===== src/rtl/apb_timer.sv =====
// APB slave with a prescaled 64-bit free-running counter, 64-bit compare and a sticky match interrupt.
// Access phase inserts WAIT_STATES cycles before a single-cycle pready; dropping psel in ACCESS aborts the transfer.
module apb_timer #(
  parameter int PRESCALE_W  = 16,
  parameter int WAIT_STATES = 1
) (
  input  logic        clock,
  input  logic        reset,
  input  logic [31:0] paddr,
  input  logic        psel,
  input  logic        penable,
  input  logic [2:0]  pprot,
  input  logic        pwrite,
  input  logic [31:0] pwdata,
  input  logic [3:0]  pstrb,
  output logic        pready,
  output logic [31:0] prdata,
  output logic        pslverr,
  output logic        irq
);

  localparam int WCW = (WAIT_STATES > 0) ? $clog2(WAIT_STATES + 1) : 1;

  typedef enum logic {IDLE, ACCESS} state_t;

  state_t                state_q, state_d;
  logic [WCW-1:0]        wait_cnt;
  logic [4:0]            lat_addr;
  logic                  lat_write;
  logic [31:0]           lat_wdata;
  logic [3:0]            lat_strb;

  logic [2:0]            ctrl;
  logic [PRESCALE_W-1:0] prescale;
  logic [PRESCALE_W-1:0] pre_cnt;
  logic [63:0]           count;
  logic [63:0]           cmp;
  logic                  match;
  logic [31:0]           hi_shadow;

  logic                  addr_err;
  logic                  wr_commit;
  logic                  rd_commit;
  logic [2:0]            sel;
  logic [31:0]           rdata;
  logic [31:0]           prescale_ext;
  logic                  tick;
  logic                  match_set;
  logic [63:0]           count_next;

  logic unused_inputs;
  assign unused_inputs = ^{paddr[31:5], pprot};

  function automatic logic [31:0] merge(input logic [31:0] old_val, input logic [31:0] wd,
                                        input logic [3:0] strb);
    logic [31:0] res;
    res = old_val;
    for (int b = 0; b < 4; b++) begin
      if (strb[b]) res[8*b +: 8] = wd[8*b +: 8];
    end
    return res;
  endfunction

  always_ff @(posedge clock or posedge reset) begin
    if (reset) begin
      state_q   <= IDLE;
      wait_cnt  <= '0;
      lat_addr  <= '0;
      lat_write <= 1'b0;
      lat_wdata <= '0;
      lat_strb  <= '0;
    end else begin
      state_q <= state_d;
      if (state_q == IDLE && psel && !penable) begin
        lat_addr  <= paddr[4:0];
        lat_write <= pwrite;
        lat_wdata <= pwdata;
        lat_strb  <= pstrb;
        wait_cnt  <= WCW'(WAIT_STATES);
      end else if (state_q == ACCESS && psel && penable && wait_cnt != '0) begin
        wait_cnt <= wait_cnt - 1'b1;
      end
    end
  end

  always_comb begin
    state_d = state_q;
    pready  = 1'b0;
    case (state_q)
      IDLE: begin
        if (psel && !penable) state_d = ACCESS;
      end
      ACCESS: begin
        if (!psel) begin
          state_d = IDLE;
        end else if (penable && wait_cnt == '0) begin
          pready  = 1'b1;
          state_d = IDLE;
        end
      end
      default: state_d = IDLE;
    endcase
  end

  assign sel       = lat_addr[4:2];
  assign addr_err  = (lat_addr[1:0] != 2'b00) || (sel == 3'd7);
  assign wr_commit = pready && lat_write && !addr_err;
  assign rd_commit = pready && !lat_write && !addr_err;

  assign prescale_ext = {{(32-PRESCALE_W){1'b0}}, prescale};

  always_comb begin
    rdata = '0;
    case (sel)
      3'd0:    rdata = {29'b0, ctrl};
      3'd1:    rdata = prescale_ext;
      3'd2:    rdata = count[31:0];
      3'd3:    rdata = hi_shadow;
      3'd4:    rdata = cmp[31:0];
      3'd5:    rdata = cmp[63:32];
      3'd6:    rdata = {31'b0, match};
      default: rdata = '0;
    endcase
  end

  assign prdata  = (pready && !addr_err) ? rdata : 32'd0;
  assign pslverr = pready && addr_err;
  assign irq     = match & ctrl[1];

  assign tick      = ctrl[0] && (pre_cnt == prescale);
  assign match_set = ctrl[0] && (count == cmp);

  // Tick result first; a same-cycle COUNT write then overrides only its own half.
  always_comb begin
    count_next = count;
    if (tick) count_next = (ctrl[2] && count == cmp) ? 64'd0 : count + 64'd1;
    if (wr_commit && sel == 3'd2) count_next = {count_next[63:32], merge(count[31:0], lat_wdata, lat_strb)};
    if (wr_commit && sel == 3'd3) count_next = {merge(count[63:32], lat_wdata, lat_strb), count_next[31:0]};
  end

  always_ff @(posedge clock or posedge reset) begin
    if (reset) begin
      ctrl      <= '0;
      prescale  <= '0;
      pre_cnt   <= '0;
      count     <= '0;
      cmp       <= '1;
      match     <= 1'b0;
      hi_shadow <= '0;
    end else begin
      count <= count_next;

      if (wr_commit && (sel == 3'd1 || sel == 3'd2 || sel == 3'd3)) pre_cnt <= '0;
      else if (tick)                                             pre_cnt <= '0;
      else if (ctrl[0])                                          pre_cnt <= pre_cnt + 1'b1;

      if (wr_commit && sel == 3'd0) ctrl <= merge({29'b0, ctrl}, lat_wdata, lat_strb)[2:0];
      if (wr_commit && sel == 3'd1) prescale <= merge(prescale_ext, lat_wdata, lat_strb)[PRESCALE_W-1:0];
      if (wr_commit && sel == 3'd4) cmp[31:0]  <= merge(cmp[31:0], lat_wdata, lat_strb);
      if (wr_commit && sel == 3'd5) cmp[63:32] <= merge(cmp[63:32], lat_wdata, lat_strb);

      if (match_set)                                                 match <= 1'b1;
      else if (wr_commit && sel == 3'd6 && lat_strb[0] && lat_wdata[0]) match <= 1'b0;

      if (rd_commit && sel == 3'd2) hi_shadow <= count[63:32];
    end
  end

endmodule


===== config.mk =====
export PLATFORM = sky130hd
export DESIGN_NAME = apb_timer
export DESIGN_NICKNAME = d
export VERILOG_FILES = /design/src/rtl/apb_timer.sv
export SDC_FILE = /design/constraint.sdc
export NUM_CORES = 1
export LEC_CHECK = 0
export ABC_AREA = 1
export BUFFER_PORTS_ARGS = -buffer_cell sky130_fd_sc_hd__buf_2
export CAP_MARGIN = 20
export CORE_MARGIN = 1
export CORE_UTILIZATION = 59
export CTS_BUF_LIST = sky130_fd_sc_hd__clkbuf_8
export DETAILED_ROUTE_END_ITERATION = 10
export MAX_ROUTING_LAYER = met4
export PLACE_DENSITY = 0.81
export SLEW_MARGIN = 20
export SYNTH_ARGS = -nofsm -noshare
export SYNTH_HDL_FRONTEND = slang
export SYNTH_SLANG_ARGS = --single-unit

===== constraint.sdc =====
create_clock -name clock -period 9.4 [get_ports clock]
set_input_delay 1.88 -clock clock [delete_from_list [all_inputs] [get_ports clock]]
set_output_delay 1.88 -clock clock [all_outputs]
set_load 0.01 [all_outputs]

==> reports/metrics.cfg <==
[outcome]
status=complete, no violations

[layout]
layout_common_cells=nand2_1, nor2_1, inv_1, o21ai_0, dfrtp_1
stdcell_area_um2=15900
area_growth_pct=10.5
antenna_cells=0
drive_above_1_share_pct=11.6
final_nets=2254
finish.utilization_pct=67.1
num-fill-cells=2112
layout_commonest_cell=nand2_1

[setup_path]
critical_path_class=flop to primary output
reg2reg_depth=10
crit_path_start_kind=flop
crit_path_end_kind=primary output
critPathArrivalTime_ns=3.66
critPathMaxFanout=21
cp.required_ns=7.52

[synthesis]
synth_top_area_share_pct=30.5
synth_simple_gate_area_share_pct=30.4
postSynthCellCount=2114
seq_area_frac_synth_pct=42.2
syn_avg_cell_area_um2=6.82
async_flop_share_pct=100
ys.flop_type=dfrtp_1
synth_edf_count=0
ys_warn_count=0
synth_area_um2=14400
yosys.area_share.adder_pct=0.173
synth-xor-area-share_pct=3.28
ys_seq_elements=240
synth_top_family_by_area=simple AND/OR/NAND/NOR gates
synth.distinct_cells=37
synth_compound_area_share_pct=14.5
syn_nets=2192
synthMuxAreaShare_pct=0.468
ys_top_cells_by_area=dfrtp_1, nand2_1, dfstp_2
synth_top_cell_by_area=dfrtp_1

[clocking]
clock-sinks=240
postCtsSetupBuffers=0
clkTransAtPathRegs_ns=0.06
htreeDepth=2
clk_latency_ns=0.58
cts_root_buf=clkbuf_8
clock_path_buffers=3
post_cts_resized=0
hold_buffers=0
cts_buffers=44
tritoncts=done

[routing]
drtIter0Drc=1881
via_count=14600
vias_per_cell=5.77
dr.pass1.iters=6
final_antenna_net_count=0
wl_per_cell_um=18.6
route.detailed.drc=0
finalWirelength_um=47100

[floorplanning]
io_pins=111
design.die.area_um2=25100
core_area_um2=23800
initial_core_util_pct=60.7
fp.dieW_um=158
die_height_um=158
rows=56

[grt]
grt_overflow=0
track_usage_pct=39.5
grt_antenna_before_repair=0
grt_max_degree=106
grt_pass1_wl_um=73000
first_global_vias=13400

[power_and_ir_drop]
p_per_area_nw_per_um2=163
ir_worst_vdd_v=0.000155
p_leak_nw=7.57
power_mw=2.60

[min_path]
hold_depth=2
min_path_type=flop to flop

[timing]
final.setup.tns_ns=0
period_needed_ns=5.54
worstMarginPinSlew_ns=0.997
setup_viol=0
max_slew_margin_pct=33.5
hold_violations=0
finalCritPeriodShare_pct=58.9
fin_worst_skew_ns=0.0260
fmax_mhz=181
rsz0062_at_grt=no
final_max_slew_viol_count=0

[placed_design]
port_buffers=80
placed_cell_area_um2=15000
routabilityCongestion=1.06
hpwl_um=33100

[flow_run]
max-cap-violations=0

==> metal layers <==
| metal | track usage [%] | vias to the layer above | routed length (um) |
|---|---|---|---|
| met5 | - | - | 0 |
| met4 | 12.5 | 0 | 1400 |
| met3 | 6.21 | 122 | 4930 |
| met2 | 57.6 | 797 | 20200 |
| met1 | 56.2 | 6823 | 20600 |
| li1 | - | 6850 | - |
==> cells by family (layout without fill, tap and decap cells) <==
family / Yosys count / in the layout
AND/OR/NAND/NOR: 1085 / 1085
XOR/XNOR: 54 / 54
flip-flops: 240 / 240
adder cells (fa/ha/maj): 2 / 2
multiplexers: 6 / 6
AO/OA/AOI/OAI: 393 / 393
buffers and inverters: 334 / 431
==> worst paths after layout <==
kind                                from       endpoint  slack, ns
hold / removal             hi_shadow[15]  hi_shadow[15]       0.49
hold reg to reg            hi_shadow[15]  hi_shadow[15]       0.49
min in group asynchronous          reset    prescale[2]       1.42
max in group asynchronous          reset  hi_shadow[21]       6.48
setup / recovery             lat_addr[3]      prdata[8]       3.86
setup reg to reg             lat_addr[3]      count[58]       6.00
==> where the power goes <==
part | total [mW] | leakage (nW) | internal, mW | switching, mW
clock network | 1.03 | 0.529 | 0.567 | 0.461
registers | 1.19 | 2.97 | 1.10 | 0.0853
logic | 0.383 | 4.07 | 0.106 | 0.277
total | 2.60 | 7.57 | 1.77 | 0.824
==> worst max-delay path: stages (launching register included) <==
cell and delay (ns):
dfrtp_1 0.43, inv_1 0.22, nand3_1 0.68, inv_1 1.04
a22o_1 0.29, a221oi_1 0.05, a21oi_1 0.20, buf_2 0.16
==> registers in the layout, indices dropped and copies added (netlist names) <==
register / cells
count: 64
match: 1
lat_strb: 4
lat_wdata: 32
state_q: 1
ctrl: 3
wait_cnt: 1
lat_addr: 5
pre_cnt: 16
cmp: 64
hi_shadow: 32
lat_write: 1
prescale: 16
==> through the flow <==
step	cells	hold slack, ns	setup WS, ns
2_1_floorplan	2114	0.453	1.04
3_3_place_gp	2448	0.466	4.46
3_5_place_dp	2448	0.474	4.43
4_1_cts	2529	0.488	4.03
5_1_grt	2530	0.497	3.85
6_report	2530	0.486	3.86
==> layout make-up <==
cell class | instances | area [um2] | share of cell area (%)
inverters | 257 | 972 | 6.10
well taps | 319 | 399 | 2.50
multi-input cells | 1540 | 7060 | 44.3
clock buffers | 60 | 826 | 5.18
clock inverters | 21 | 90.1 | 0.565
repair buffers | 93 | 502 | 3.15
flip-flops and latches | 240 | 6090 | 38.2
==> Yosys cell counts (6+ instances only) <==
cell type / number
clkbuf_1: 49
a221oi_1: 20
xor2_1: 51
o22ai_1: 13
nand3_1: 109
dfrtp_1: 176
mux2_2: 6
nor2_2: 9
a31oi_1: 14
buf_2: 17
nor2_1: 284
dfstp_2: 64
nand2_1: 634
o21ai_0: 190
nor3_1: 13
nand4_1: 13
inv_1: 253
a21oi_1: 153
Power figures use the tool's default switching activity.
